### config.mk
export PLATFORM = sky130hd
export DESIGN_NAME = vdp1_cmd_sequencer
export DESIGN_NICKNAME = d
export VERILOG_FILES = /design/src/rtl/vdp1_cmd_sequencer.sv
export SDC_FILE = /design/constraint.sdc
export NUM_CORES = 1
export LEC_CHECK = 0
export BUFFER_PORTS_ARGS = -buffer_cell sky130_fd_sc_hd__buf_2
export CAP_MARGIN = 20
export CORE_UTILIZATION = 35
export CTS_CLUSTER_DIAMETER = 80
export DETAILED_ROUTE_END_ITERATION = 7
export PLACE_DENSITY = 0.53
export SLEW_MARGIN = 20
export SYNTH_ARGS = -nofsm -noshare
export SYNTH_HDL_FRONTEND = slang
export SYNTH_SLANG_ARGS = --single-unit
### constraint.sdc
create_clock -name CLK -period 4.6 [get_ports CLK]
set_input_delay 0.46 -clock CLK [delete_from_list [all_inputs] [get_ports CLK]]
set_output_delay 0.46 -clock CLK [all_outputs]
set_load 0.1 [all_outputs]
### src/rtl/vdp1_cmd_sequencer.sv
// vdp1_cmd_sequencer
//   Walks the VDP1 command list in VRAM one 16-word table at a time. It
//   resolves END, skip and the jump modes (next/assign/call/return) and
//   hands each executable table to the draw engine over valid/ready.
// Ports
//   CLK, RST_N          clock, asynchronous active-low reset
//   START, ABORT        1-cycle pulses: (re)start list walk / force end
//   VRAM_A/RD/D/RDY     word read port; A held stable while RD until RDY
//   CMD_TBL/VALID/READY fetched table (word 0 in [255:240]) to draw engine
//   COPR, LOPR          current / last-ended table address (byte addr / 8)
//   CEF, BEF, BUSY      current/previous frame end flags, walker active
module vdp1_cmd_sequencer #(
  parameter int unsigned TBL_WORDS = 16,
  parameter logic [17:0] LIST_BASE = 18'h0
) (
  input  logic         CLK,
  input  logic         RST_N,
  input  logic         START,
  input  logic         ABORT,
  output logic [17:0]  VRAM_A,
  output logic         VRAM_RD,
  input  logic [15:0]  VRAM_D,
  input  logic         VRAM_RDY,
  output logic [255:0] CMD_TBL,
  output logic         CMD_VALID,
  input  logic         CMD_READY,
  output logic [15:0]  COPR,
  output logic [15:0]  LOPR,
  output logic         CEF,
  output logic         BEF,
  output logic         BUSY
);

  typedef enum logic [2:0] {
    S_IDLE, S_RD_CTRL, S_RD_LINK, S_RD_BODY, S_ISSUE, S_NEXT
  } state_t;

  state_t      state_q;
  logic [17:0] cur_q;
  logic [17:0] ret_q;
  logic        ret_v_q;
  logic [3:0]  idx_q;
  logic [17:0] addr_q;
  logic        rd_q;
  logic        valid_q;
  logic [15:0] lopr_q;
  logic        cef_q;
  logic        bef_q;
  logic [15:0] tbl_q [TBL_WORDS];

  logic        comm_ok;
  logic        skip;
  logic [17:0] seq_addr;
  logic [17:0] link_addr;
  logic [17:0] jump_addr;
  logic [3:0]  idx_inc;

  // Jump/skip decode is taken from the captured CTRL and LINK words.
  always_comb begin
    comm_ok = 1'b0;
    case (tbl_q[0][3:0])
      4'h0, 4'h1, 4'h2, 4'h4, 4'h5, 4'h6, 4'h8, 4'h9, 4'hA: comm_ok = 1'b1;
      default: comm_ok = 1'b0;
    endcase
    skip      = tbl_q[0][14] | (tbl_q[0][13:12] == 2'b11) | ~comm_ok;
    seq_addr  = cur_q + 18'(TBL_WORDS);
    link_addr = {tbl_q[1], 2'b00};
    idx_inc   = idx_q + 4'd1;
    jump_addr = seq_addr;
    case (tbl_q[0][13:12])
      2'b00:        jump_addr = seq_addr;
      2'b01, 2'b10: jump_addr = link_addr;
      default:      jump_addr = ret_v_q ? ret_q : seq_addr;
    endcase
  end

  always_comb begin
    CMD_TBL = '0;
    for (int unsigned i = 0; i < TBL_WORDS; i++) begin
      CMD_TBL[(TBL_WORDS-1-i)*16 +: 16] = tbl_q[i];
    end
  end

  always_ff @(posedge CLK or negedge RST_N) begin
    if (!RST_N) begin
      state_q <= S_IDLE;
      cur_q   <= '0;
      ret_q   <= '0;
      ret_v_q <= 1'b0;
      idx_q   <= '0;
      addr_q  <= '0;
      rd_q    <= 1'b0;
      valid_q <= 1'b0;
      lopr_q  <= '0;
      cef_q   <= 1'b0;
      bef_q   <= 1'b0;
      for (int unsigned i = 0; i < TBL_WORDS; i++) tbl_q[i] <= '0;
    end else if (START) begin
      // START outranks ABORT and restarts from any state.
      state_q <= S_RD_CTRL;
      bef_q   <= cef_q;
      cef_q   <= 1'b0;
      cur_q   <= LIST_BASE;
      ret_v_q <= 1'b0;
      idx_q   <= '0;
      addr_q  <= LIST_BASE;
      rd_q    <= 1'b1;
      valid_q <= 1'b0;
    end else if (ABORT) begin
      state_q <= S_IDLE;
      rd_q    <= 1'b0;
      valid_q <= 1'b0;
    end else begin
      case (state_q)
        S_RD_CTRL: if (VRAM_RDY) begin
          tbl_q[0] <= VRAM_D;
          if (VRAM_D[15]) begin
            cef_q   <= 1'b1;
            lopr_q  <= cur_q[17:2];
            rd_q    <= 1'b0;
            state_q <= S_IDLE;
          end else begin
            idx_q   <= 4'd1;
            addr_q  <= cur_q + 18'd1;
            state_q <= S_RD_LINK;
          end
        end
        S_RD_LINK: if (VRAM_RDY) begin
          tbl_q[1] <= VRAM_D;
          if (skip) begin
            rd_q    <= 1'b0;
            state_q <= S_NEXT;
          end else begin
            idx_q   <= 4'd2;
            addr_q  <= cur_q + 18'd2;
            state_q <= S_RD_BODY;
          end
        end
        S_RD_BODY: if (VRAM_RDY) begin
          tbl_q[idx_q] <= VRAM_D;
          if (idx_q == 4'(TBL_WORDS - 1)) begin
            rd_q    <= 1'b0;
            valid_q <= 1'b1;
            state_q <= S_ISSUE;
          end else begin
            idx_q  <= idx_inc;
            addr_q <= cur_q + 18'(idx_inc);
          end
        end
        S_ISSUE: if (CMD_READY) begin
          valid_q <= 1'b0;
          state_q <= S_NEXT;
        end
        S_NEXT: begin
          case (tbl_q[0][13:12])
            2'b10: if (!ret_v_q) begin
              ret_q   <= seq_addr;
              ret_v_q <= 1'b1;
            end
            2'b11: ret_v_q <= 1'b0;
            default: ;
          endcase
          cur_q   <= jump_addr;
          addr_q  <= jump_addr;
          idx_q   <= '0;
          rd_q    <= 1'b1;
          state_q <= S_RD_CTRL;
        end
        default: ;
      endcase
    end
  end

  assign VRAM_A    = addr_q;
  assign VRAM_RD   = rd_q;
  assign CMD_VALID = valid_q;
  assign COPR      = cur_q[17:2];
  assign LOPR      = lopr_q;
  assign CEF       = cef_q;
  assign BEF       = bef_q;
  assign BUSY      = (state_q != S_IDLE);

endmodule

== After elaboration in Yosys (flattened, before gate mapping) ==
Memory sizes are Yosys's and may differ from the RTL's.
Index checks and enable logic that the tools add are counted.

* Muxes and demuxes: 64
* Multipliers: 0
* Bitwise logic cells: 6
* Shifts and indexed selects: 0
* $lt $le $gt $ge: 2
* Reduce and logical (&&, ||, !) cells: 27
* Eq/ne operators: 26
* Div/mod/pow operators: 0
* Add/subtract/negate cells: 5

{| class="wikitable"
|+ Operators with widths
! cell !! count
|-
| bitwise mux 256 bit || 1
|-
| 2-to-1 mux 256 bit || 1
|-
| 2-to-1 mux 18 bit || 12
|-
| one-hot mux 18 bit (4 select lines) || 1
|-
| demux 16 bit (select 4 bit) || 1
|-
| one-hot mux 16 bit (2 select lines) || 2
|-
| one-hot mux 18 bit (2 select lines) || 1
|-
| 2-to-1 mux 16 bit || 2
|-
| 2-to-1 mux 4 bit || 8
|-
| inequality test 4 bit, second input constant || 7
|-
| 2-to-1 mux 3 bit || 8
|-
| 2-to-1 mux 1 bit || 21
|-
| adder 18 x 1 -> 18 bit, second input constant || 1
|-
| adder 18 x 2 -> 18 bit, second input constant || 1
|-
| adder 18 x 4 -> 18 bit || 1
|-
| adder 18 x 5 -> 18 bit, second input constant || 1
|-
| inequality test 3 bit, second input constant || 6
|-
| one-hot mux 4 bit (4 select lines) || 1
|-
| AND reduction 4 bit || 4
|-
| one-hot mux 3 bit (5 select lines) || 1
|-
| AND reduction 5 bit || 3
|-
| nonzero test 2 bit || 6
|-
| inequality test 2 bit, second input constant || 4
|-
| AND reduction 8 bit || 1
|-
| other kinds (27) || 35
|}

* Memory bits (read-only): 16
* Register bits: 338
* Latch bits: 0
* Memories: 1
* Input port bits: 22
* Memory bits (writable): 0

{| class="wikitable"
|+ Memories
! memory !! words !! bits a word !! read ports !! clocked after Yosys merged registers in !! write ports !! RTL line !! RTL
|-
| (no name shown) || 16 || 1 || 1 || 0 || 0 || 61 || <nowiki>case (tbl_q[0][3:0])</nowiki>
|}

== Depth between registers and ports, before layout ==
Gate-level depths: netlist (run 1).

* Depth after elaboration: 8
* Depth in mapped cells: 11
* Depth with buffers taken out: 10

== Worst setup path after synthesis (run 1) ==
Ideal clock, no wire load.

* Kind: register -> register
* From: register tbl_q (netlist bit CMD_TBL[252])
* To: register addr_q[17] (netlist: VRAM_A[17])
* Cell stages (with the launch flop): 9
* Required time: 4.513 ns
* Path slack: 1.887 ns
* Path buffers: 1
* Arrival time: 2.626 ns
* Path through: dfrtp_1 ha_1 a211oi_1 a31oi_1 a2111oi_2 and2_2 buf_6 nand2_1 o211ai_1

* Longest elaborated chain between the ends: 6
* Elaborated cells on any way between the ends: 13
* Those cells by class: 4 x eq/ne; 4 x mux; 2 x bitwise; 3 x reduce/logical

{| class="wikitable"
|+ Ends and longest elaborated chain
! item !! RTL line !! RTL
|-
| start: declaration || 49 || <nowiki>logic [15:0] tbl_q [TBL_WORDS];</nowiki>
|-
| == test 2 bit or == test 2 x 1 -> 1 bit (tied branches) || 70 || <nowiki>case (tbl_q[0][13:12])</nowiki>
|-
| OR reduction 2 bit || 70 ||
|-
| one-hot mux 18 bit (2 select lines) || 70 ||
|-
| one-hot mux 18 bit (4 select lines) || 114 || <nowiki>case (state_q)</nowiki>
|-
| 2-to-1 mux 18 bit || 109 || <nowiki>end else if (ABORT) begin</nowiki>
|-
| 2-to-1 mux 18 bit || 98 || <nowiki>end else if (START) begin</nowiki>
|-
| end signal: assignment || 124 || <nowiki>addr_q <= cur_q + 18'd1;</nowiki>
|-
| end signal: assignment || 135 || <nowiki>addr_q <= cur_q + 18'd2;</nowiki>
|-
| end signal: assignment || 147 || <nowiki>addr_q <= cur_q + 18'(idx_inc);</nowiki>
|-
| end: declaration || 43 || <nowiki>logic [17:0] addr_q;</nowiki>
|}

Several ways; a longest one is shown, not always the timed one. The select of a mux whose other input is x is not followed.
A chain may end at the register's enable or synchronous reset.

== Final worst setup path (run 1) ==
* From: register tbl_q (netlist bit CMD_TBL[253])
* To: register addr_q[15] (netlist: VRAM_A[15])

The elaborated chain is that of the path after synthesis.

==> results of run 1 <==
==> cells by family after synthesis <==
family	after synthesis
flops	338
mux	282
compound gates	170
fa+ha+maj	15
simple gates	210
xor+xnor	33
buf+inv	113
==> per-stage QoR <==
stage | cell area [sq um] | cells | power (mW) | hold WS [ns] | setup slack [ns]
floorplan | 15000 | 1161 | 3.88 | 0.164 | 1.89
global placement | 16900 | 1942 | 4.18 | 0.454 | 1.37
detailed placement | 16900 | 1942 | 4.19 | 0.458 | 1.22
CTS | 18200 | 2012 | 7.35 | 0.187 | 1.21
global route | 18200 | 2012 | 7.49 | 0.231 | 1.03
finish | 18200 | 2012 | 7.24 | 0.223 | 1.25
==> layer usage <==
metal | up-vias | GRT usage
met5 | - | 0
met2 | 379 | 0.343
met3 | 67 | 0.0729
met1 | 5442 | 0.289
li1 | 4707 | -
met4 | 0 | 0.0677
==> sequential cells by signal (all words and copies together) (netlist names), 3 cells and up <==
| signal | count |
|---|---|
| idx_q | 4 |
| CMD_TBL | 256 |
| cur_q | 18 |
| VRAM_A | 18 |
| ret_q | 18 |
| LOPR | 16 |
| state_q | 3 |
==> layout make-up <==
cell class              instances  area share
flip-flops and latches        338       0.464
multi-input cells             710       0.329
repair buffers                342      0.0973
clock buffers                  57      0.0634
well taps                     539      0.0370
inverters                      14     0.00288
clock inverters                12     0.00693
==> layout by cell type (no fill, tap or decap), drive strengths merged, types with 5 or more instances in the layout <==
cell,n
a211oi,9
a21o,6
a21oi,39
a221oi,11
a22o,11
a22oi,6
a32o,7
and2,6
and3,8
buf,341
clkbuf,57
clkinv,5
dfrtp,338
ha,13
inv,17
mux2,278
nand2,74
nand3,23
nand4,9
nor2,47
nor2b,5
nor3,13
nor4,9
o21ai,49
o31ai,6
xnor2,23
xor2,10
==> worst max-delay path by stage <==
stage                                   startpoint                endpoint  cells past startpoint  slack (ns)
final                     CMD_TBL[253]$_DFFE_PN0P_  VRAM_A[15]$_DFFE_PN0P_                      8        1.25
after global routing        state_q[0]$_DFFE_PN0P_  VRAM_A[15]$_DFFE_PN0P_                      6        1.03
after CTS                 CMD_TBL[253]$_DFFE_PN0P_  VRAM_A[15]$_DFFE_PN0P_                      8        1.21
after detailed placement  CMD_TBL[253]$_DFFE_PN0P_  VRAM_A[15]$_DFFE_PN0P_                      8        1.22
after global placement    CMD_TBL[253]$_DFFE_PN0P_  VRAM_A[15]$_DFFE_PN0P_                      8        1.37
after floorplan           CMD_TBL[252]$_DFFE_PN0P_  VRAM_A[17]$_DFFE_PN0P_                      8        1.89
==> worst reg2reg max path, delay by kind of cell, from the launching register on <==
kind / cells / cell delay [ns]
buffers and inverters: 1 / 0.22
AND/OR/NAND/NOR: 2 / 0.92
flip-flops: 1 / 0.42
adder cells (fa/ha/maj): 1 / 0.19
AO/OA/AOI/OAI: 4 / 1.54
==> where the power goes <==
group | switching (mW) | internal [mW]
clock network | 1.30 | 1.82
logic | 0.834 | 0.172
registers | 0.0737 | 3.04
total | 2.21 | 5.03
==> what timing repair did <==
| item | CTS | global route |
|---|---|---|
| endpoints found under the hold margin | 84 | 0 |
| hold buffers | 1 | 0 |
| resized for setup | 0 | 0 |
| setup endpoints to repair | 0 | 0 |
==> reports/metrics.csv, run 1 <==
stage,metric,value,unit
synthesis,synthFlopType,dfrtp_1,
floorplan,ios,333,
final_layout,diodes,0,
setup_path,cp_slowest_cell,a2111oi_2,
hold_path,min_from,ABORT,
floorplan,core,42100,sq um
setup_path,reg2reg_slack,1.25,ns
setup_path,crit_type,flop to flop,
synthesis,syn_area,15000,sq um
synthesis,syn_nets,1197,
setup_path,cp_slowest_stage_delay,0.74,ns
grt,grt_overflow,0,
route,post-route-drc-count,0,
synthesis,synth_compound_area_frac,0.0755,
floorplan,die_x,209,um
synthesis,synth-simple-area-share,0.0744,
clocking,clock_sinks,338,
final_layout,area_delta_synth_final,21.2,%
pwr,p_leak,9.85,nW
synthesis,async_flop_share,1.00,
synthesis,avgSynthCellArea,13.0,sq um
setup_path,r2r_end,VRAM_A[15]$_DFFE_PN0P_,
hold_path,min_to,state_q[0]$_DFFE_PN0P_,
setup_path,crit_family,compound AO/OA/AOI/OAI gates,
status,status,completed,
hold_path,hold_class,primary input to flop,
synthesis,synthMuxAreaShare,0.216,
clocking,path_clk_slew,0.06,ns
final_layout,multi_input_area,5990,sq um
synthesis,synth_most_common_cell,dfrtp_1,
synthesis,synth_xor_area_frac,0.0192,
setup_path,cp_max_fo,26,
grt,groute.usage.overall,0.220,
grt,grt_max_degree,93,
setup_path,cp_cell_sequence,ha_1 -> buf_4 -> a211oi_1 -> a31oi_1 -> a2111oi_2 -> nand2_1 -> nor4_1 -> a32o_1,
sta,setup_violations,0,
synthesis,ys_warn_count,0,
pwr,power_density,397,nW/um^2
synthesis,syn_inst,1161,
final_layout,nFillCells,4034,
clocking,cts_buffer_depth,3,
route,top_layer,met4,
clocking,root_buffer,clkbuf_16,
setup_path,critPathArrivalTime,3.83,ns
sta,fin_setup_tns,0,ns
synthesis,synthAdderAreaFrac,0.0128,
route,ant_nets,0,
clocking,htree_levels,2,
route,drtIter0Drc,624,
synthesis,yosys-top-cells-area,"dfrtp_1 (56%), mux2_2 (19%), mux2_4 (2.0%), nand2_1 (1.7%), o21ai_0 (1.6%)",
sta,max_freq,299,MHz
pwr,peakVddDrop,239,uV
placed_design,gp_congestion,0.909,
setup_path,start_kind,flop,
run,cap_violations,0,
grt,grt_pass1_wl,72.1,mm
floorplan,rows,75,
sta,tightest_slew,1.07,ns
route,wl_met2,21.9,mm
final_layout,drive_gt1_frac,0.478,
setup_path,path_buf_inv,1,
route,wl,47.4,mm
sta,maxSlewViolCount,0,
synthesis,synth_top_family_by_area,multiplexers,
route,via_per_inst,5.27,
route,first_pass_iters,5,
placed_design,dp_hpwl,32.6,mm
setup_path,worstPathRequired,5.08,ns
setup_path,r2r_cells,8,
final_layout,nNetsFinal,1482,
clocking,cts-buffers-inserted,40,
route,wl_met3,4.39,mm
hold_path,hold_depth,2,
synthesis,yosysTopAreaCellShare,0.562,
final_layout,fin_util,0.433,
sta,period_needed,3.35,ns
grt,grt_pass1_vias,10900,
sta,hold_viol,0,
sta,relSlewSlack,0.282,
floorplan,die-area,43800,sq um
sta,grt_setup_unrepaired,false,
placed_design,portBuffers,332,
sta,finalClockSkew,0.0300,ns
synthesis,seq_area_frac_synth,0.562,
clocking,cts_tree,yes,
synthesis,synth_seq_cells,338,
clocking,clkLatencyLatePin,0.57,ns
synthesis,netlist.top_cell.by_area,dfrtp_1,
setup_path,crit_path_end_kind,flop,
final_layout,regArea,8460,sq um
floorplan,die_y,209,um
synthesis,synth_cell_types,68,
synthesis,synth_edf_count,0,
grt,grt_antenna_before_repair,0,
route,wl_per_cell,23.6,um
floorplan,floorplan.initialDensity,0.357,
clocking,post-cts-setup-buffer-count,0,
route,met1_length,20.0,mm
route,vias,10600,
setup_path,timing.rr.start,CMD_TBL[253]$_DFFE_PN0P_,
sta,min_period_over_period,0.728,
synthesis,synth_common_cells,"dfrtp_1 (338), mux2_2 (258), nand2_1 (68)",
No activity file was read; power rests on OpenSTA's default activity.
==> run 2, diff against run 1 <==
Settings changed: PLACE_DENSITY 0.53 to 0.55.
Clock period 4.6 ns to 2.73 ns, I/O delays scaled along.
==> run 2 against run 1 <==
Wire length is 3.7% higher; combinational power is 77% higher; non-clock buffer count is 79 higher; design area is 3.7% higher; critical path type unchanged; largest power group is now clock; highest routed layer unchanged.
==> reports/metrics.csv, run 2 (synthesis gave the netlist of run 1 again) <==
stage,metric,value,unit
floorplan,die_x,209,um
final_layout,fin_util,0.449,
final_layout,nNetsFinal,1562,
pwr,combPwrFrac,0.144,
floorplan,die-area,43800,sq um
final_layout,final_cell_mix,"dfrtp_1 (337), buf_2 (331), mux2_2 (258)",
final_layout,multi_input_area,5980,sq um
route,first_pass_iters,7,
grt,groute.usage.overall,0.226,
grt,grt_pass1_vias,11400,
setup_path,crit_type,flop to flop,
final_layout,largest_reg_flops,256,
pwr,peakVddDrop,448,uV
placed_design,place_area,17600,sq um
sta,setup_violations,0,
placed_design,portBuffers,332,
clocking,clkLatencyLatePin,0.58,ns
floorplan,die_y,209,um
route,post-route-drc-count,0,
setup_path,cp_slowest_stage_delay,0.43,ns
sta,grt_setup_unrepaired,false,
route,drtIter0Drc,622,
grt,grt_pass1_wl,74.0,mm
sta,period_needed,2.59,ns
setup_path,cp_max_fo,9,
clocking,post-cts-setup-buffer-count,0,
clocking,root_buffer,clkbuf_16,
final_layout,nFillCells,3988,
hold_path,hold_class,primary input to flop,
final_layout,diodes,0,
setup_path,cp_cell_sequence,and3b_2 -> nand2_1 -> ha_1 -> fa_1 -> a31oi_1 -> o31ai_2 -> buf_4 -> nor2b_1 -> xnor2_1 -> nand2_1 -> a32o_1,
clocking,htree_levels,2,
floorplan,core,42100,sq um
setup_path,start_kind,flop,
clocking,cts-buffers-inserted,41,
final_layout,final_common_cell,dfrtp_1,
final_layout,instances_no_fill,2093,
final_layout,fin_area,18900,sq um
grt,grt_overflow,0,
placed_design,dpl.cell_count,2021,
setup_path,crit_family,adder cells,
sta,relSlewSlack,0.451,
route,wl_per_cell,23.5,um
sta,maxSlewViolCount,0,
final_layout,area_delta_synth_final,25.7,%
floorplan,floorplan.initialDensity,0.357,
placed_design,dp_hpwl,35.3,mm
pwr,cellInternalPower,8.69,mW
route,vias,11000,
setup_path,critPathArrivalTime,3.04,ns
route,wl,49.2,mm
clocking,clock_sinks,338,
route,ant_nets,0,
sta,max_freq,386,MHz
sta,tightest_slew,0.824,ns
sta,finalClockSkew,0.0216,ns
final_layout,regArea,8460,sq um
pwr,clkPwrFrac,0.437,
setup_path,cpMostUsedCell,nand2_1,
setup_path,cp_slowest_cell,fa_1,
sta,fin_setup_tns,0,ns
sta,hold_ws,0.0408,ns
pwr,power_switching,3.79,mW
status,status,completed,
setup_path,path_buf_inv,1,
pwr,p_leak,10.3,nW
clocking,cts_buffer_depth,3,
pwr,power_density,660,nW/um^2
pwr,power_frac_seq,0.420,
grt,grt_antenna_before_repair,1,
floorplan,rows,75,
sta,min_period_over_period,0.949,
final_layout,drive_gt1_frac,0.507,
grt,grt_max_degree,85,
clocking,cts_tree,yes,
setup_path,crit_path_end_kind,flop,
run,cap_violations,0,
floorplan,ios,333,
pwr,p_sw_frac,0.304,
placed_design,gp_congestion,0.952,
route,via_per_inst,5.24,
clocking,path_clk_slew,0.06,ns
sta,hold_viol,0,
setup_path,worstPathRequired,3.18,ns
run 2: cell types whose count changed in the layout (fill, tap and decap cells not counted), sizes merged:
cell and delta:
buf +79, clkinvlp -2, bufinv +2, clkinv +5
clkbuf -3
run 2: worst paths after layout:
| check | slack (ns) | startpoint | end | cells after the start |
|---|---|---|---|---|
| setup reg to reg | 0.14 | state_q[2]$_DFFE_PN0P_ | VRAM_A[8]$_DFFE_PN0P_ | 11 |
| hold reg to reg | 0.48 | ret_q[14]$_DFFE_PN0P_ | ret_q[14]$_DFFE_PN0P_ | 2 |
| setup / recovery | 0.14 | state_q[2]$_DFFE_PN0P_ | VRAM_A[8]$_DFFE_PN0P_ | 11 |
| hold / removal | 0.04 | CMD_READY | CMD_VALID$_DFFE_PN0P_ | 4 |
| max in group asynchronous | 1.53 | RST_N | CMD_TBL[186]$_DFFE_PN0P_ | 3 |
| min in group asynchronous | 0.25 | RST_N | cur_q[5]$_DFFE_PN0P_ | 2 |
run 2: repair_timing:
item	4_1_cts	5_1_grt
hold buffers	1	0
endpoints found under the hold margin	57	0
resized for setup	0	3
endpoints found under the setup margin	0	4
run 2: area by class of cell:
type | instances | area share
clock inverter | 17 | 0.0117
sequential | 338 | 0.447
tap | 539 | 0.0357
timing repair buffer | 421 | 0.127
inverter | 14 | 0.00278
clock buffer | 54 | 0.0595
multi-input combinational | 710 | 0.316
run 2: stage by stage:
stage          setup slack, ns  power (mW)
5_1_grt                 0.0311        12.9
2_1_floorplan           0.0173        6.53
3_3_place_gp             0.113        7.12
4_1_cts                  0.102        12.7
3_5_place_dp             0.118        7.13
6_report                 0.139        12.5
run 2: power groups by stage:
stage / logic [mW] / registers (mW) / clock network [mW]
3_3_place_gp: 1.80 / 5.32 / 0
3_5_place_dp: 1.80 / 5.32 / 0
6_report: 1.79 / 5.23 / 5.45
2_1_floorplan: 0.424 / 6.11 / 0
4_1_cts: 1.81 / 5.23 / 5.61
5_1_grt: 1.88 / 5.24 / 5.81
run 2: layer usage:
metal	up-vias	wire length, um	track usage
met5	-	0	0
met1	5610	21100	0.296
met2	401	22400	0.350
met4	0	1390	0.0778
li1	4877	-	-
met3	75	4260	0.0741
run 2: worst register-to-register path, delay by kind of cell (launching register included):
kind / cells / cell delay, ns
AND/OR/NAND/NOR: 4 / 0.61
XOR/XNOR: 1 / 0.13
AO/OA/AOI/OAI: 3 / 0.52
buffers and inverters: 1 / 0.18
flip-flops: 1 / 0.38
adder cells (fa/ha/maj): 2 / 0.65
==> run 3, diff against run 2 <==
Settings changed: ABC_AREA set to 1, ABC_CLOCK_PERIOD_IN_PS set to 2730.
==> run 3 against run 2 <==
Clock skew is 0.0031 ns lower; sequential share of layout area is 0.84 points higher; clock power up 1%; sequential power is 9.0% higher; synthesized area decreased by 0.33%; critical endpoint is now VRAM_A[17]$_DFFE_PN0P_; largest cell class unchanged; largest power group is now sequential cells.
==> reports/metrics.csv, run 3 <==
stage,metric,value,unit
synthesis,netlist.top_cell.by_area,dfrtp_1,
synthesis,ys_warn_count,0,
run,cap_violations,0,
floorplan,core,42100,sq um
clocking,path_clk_slew,0.06,ns
synthesis,synth_xor_area_frac,0.00117,
sta,fin_setup_tns,0,ns
synthesis,synth_common_cells,"nand2_1 (528), dfrtp_1 (338), o21ai_0 (241)",
synthesis,synth_edf_count,0,
sta,max_freq,407,MHz
route,via_per_inst,5.10,
status,status,completed,
setup_path,cp_max_fo,14,
setup_path,r2r_end,VRAM_A[17]$_DFFE_PN0P_,
final_layout,fin_area,18600,sq um
floorplan,floorplan.initialDensity,0.356,
clocking,cts_tree,yes,
sta,setup_slack,0.273,ns
synthesis,synth_most_common_cell,nand2_1,
clocking,clock_sinks,338,
clocking,root_buffer,clkbuf_16,
grt,grt_pass1_vias,13300,
setup_path,crit_path_end_kind,flop,
synthesis,async_flop_share,1.00,
setup_path,worstPathRequired,3.17,ns
route,post-route-drc-count,0,
sta,period_needed,2.46,ns
setup_path,cp_slowest_stage_delay,0.45,ns
synthesis,yosysTopAreaCellShare,0.564,
final_layout,area_delta_synth_final,23.8,%
synthesis,synthAdderAreaFrac,0.0122,
floorplan,die-area,43700,sq um
synthesis,synth_compound_area_frac,0.155,
final_layout,final_cell_mix,"nand2_1 (528), dfrtp_1 (338), buf_2 (331)",
clocking,ctsResizeCount,0,
clocking,cts_buffer_depth,3,
sta,maxSlewViolCount,0,
synthesis,synth_seq_cells,338,
synthesis,synth-simple-area-share,0.202,
final_layout,largest_reg_flops,256,
placed_design,gp_congestion,0.902,
sta,finalClockSkew,0.0185,ns
clocking,post-cts-setup-buffer-count,0,
placed_design,dp_slack,0.316,ns
setup_path,timing.rr.start,state_q[2]$_DFFE_PN0P_,
final_layout,drive_gt1_frac,0.230,
synthesis,synthMuxAreaShare,0,
clocking,cts-buffers-inserted,41,
grt,grt_pass1_wl,82.2,mm
setup_path,critPathArrivalTime,2.89,ns
final_layout,nNetsFinal,2080,
synthesis,avgSynthCellArea,8.62,sq um
clocking,cts_hold_buffers,1,
synthesis,synthFlopType,dfrtp_1,
synthesis,syn_area,15000,sq um
placed_design,portBuffers,332,
grt,groute.usage.overall,0.246,
pwr,power.total,15.5,mW
pwr,power_density,835,nW/um^2
clocking,htree_levels,2,
floorplan,rows,75,
route,wl_per_cell,20.4,um
route,drtIter0Drc,1079,
route,vias,13300,
synthesis,syn_nets,1776,
route,first_pass_iters,5,
placed_design,dpl.cell_count,2539,
setup_path,cp_slowest_cell,dfrtp_1,
setup_path,r2r_cells,15,
synthesis,synth_cell_types,40,
final_layout,instances_no_fill,2611,
floorplan,ios,333,
final_layout,final_common_cell,nand2_1,
setup_path,start_kind,flop,
setup_path,reg2reg_slack,0.27,ns
placed_design,place_area,17200,sq um
synthesis,seq_area_frac_synth,0.564,
sta,hold_viol,0,
sta,grt_setup_unrepaired,false,
route,wl,53.3,mm
grt,grt_overflow,0,
synthesis,synth_top_family_by_area,simple AND/OR/NAND/NOR gates,
clocking,clkLatencyLatePin,0.56,ns
pwr,peakVddDrop,521,uV
sta,relSlewSlack,0.412,
sta,tightest_slew,0.881,ns
setup_path,cp_cell_sequence,inv_2 -> nand2_4 -> nor2_8 -> inv_2 -> nor2_1 -> ha_1 -> a21o_1 -> nand2_1 -> nand2_1 -> nand2_1 -> nand2_2 -> a21oi_1 -> nand2_1 -> nand3_1 -> nand2_1,
grt,grt_max_degree,86,
floorplan,die_x,209,um
synthesis,yosys-top-cells-area,"dfrtp_1 (56%), nand2_1 (13%), o21ai_0 (8.0%), nand3_1 (3.5%), inv_1 (2.6%)",
hold_path,min_from,VRAM_D[6],
sta,setup_violations,0,
grt,grt_antenna_before_repair,1,
setup_path,cpMostUsedCell,nand2_1,
pwr,p_leak,9.77,nW
route,ant_nets,0,
hold_path,hold_depth,5,
placed_design,dp_hpwl,37.5,mm
setup_path,crit_type,flop to flop,
floorplan,die_y,209,um
hold_path,min_to,CMD_TBL[230]$_DFFE_PN0P_,
synthesis,syn_inst,1740,
sta,min_period_over_period,0.900,
hold_path,hold_class,primary input to flop,
-- run 3: worst max-delay path, delay by kind of cell, from the launching register on --
kind                     cells  cell delay, ns
adder cells (fa/ha/maj)      1            0.30
flip-flops                   1            0.45
AND/OR/NAND/NOR             10            1.04
AO/OA/AOI/OAI                2            0.36
buffers and inverters        2            0.18
-- run 3: layer usage --
layer	vias to the layer above	track usage	routed length (um)
li1	6321	-	-
met1	6443	0.309	22300
met2	454	0.419	26000
met3	87	0.0625	3680
met4	0	0.0685	1330
met5	-	0	0
-- run 3: worst max path at each step --
stage                                   from                      end  depth (start not counted)
finish                state_q[2]$_DFFE_PN0P_   VRAM_A[17]$_DFFE_PN0P_                         15
global route          state_q[2]$_DFFE_PN0P_    VRAM_A[9]$_DFFE_PN0P_                         16
CTS                   state_q[2]$_DFFE_PN0P_  CMD_TBL[40]$_DFFE_PN0P_                         10
detailed placement    state_q[2]$_DFFE_PN0P_  CMD_TBL[40]$_DFFE_PN0P_                         10
global placement      state_q[2]$_DFFE_PN0P_   VRAM_A[17]$_DFFE_PN0P_                         15
floorplan           CMD_TBL[252]$_DFFE_PN0P_    VRAM_A[4]$_DFFE_PN0P_                         10
-- run 3: report_power, final --
part	internal (mW)	total, mW	leakage [nW]	switching [mW]
Clock	3.32	5.52	0.663	2.20
Sequential	5.37	5.70	4.65	0.323
Combinational	0.739	4.28	4.46	3.54
-- run 3: cell families after synthesis --
logic type | after synthesis
compound gates | 428
xor+xnor | 2
fa+ha+maj | 14
buf+inv | 234
flops | 338
simple gates | 724
-- run 3: final cells by class --
type / instances / area [sq um]
diodes: 1 / 2.50
clock buffers: 59 / 1190
clock inverters: 11 / 149
fillers: 4257 / 23600
inverters: 111 / 419
multi-input cells: 1168 / 5550
flip-flops and latches: 338 / 8460
well taps: 539 / 674
repair buffers: 384 / 2110
-- run 3: per-stage QoR --
stage | util | hold slack, ns
finish | 0.440 | 0.117
global route | 0.440 | 0.130
CTS | 0.440 | 0.0866
detailed placement | 0.408 | 0.269
global placement | 0.408 | 0.273
floorplan | - | -0.0226
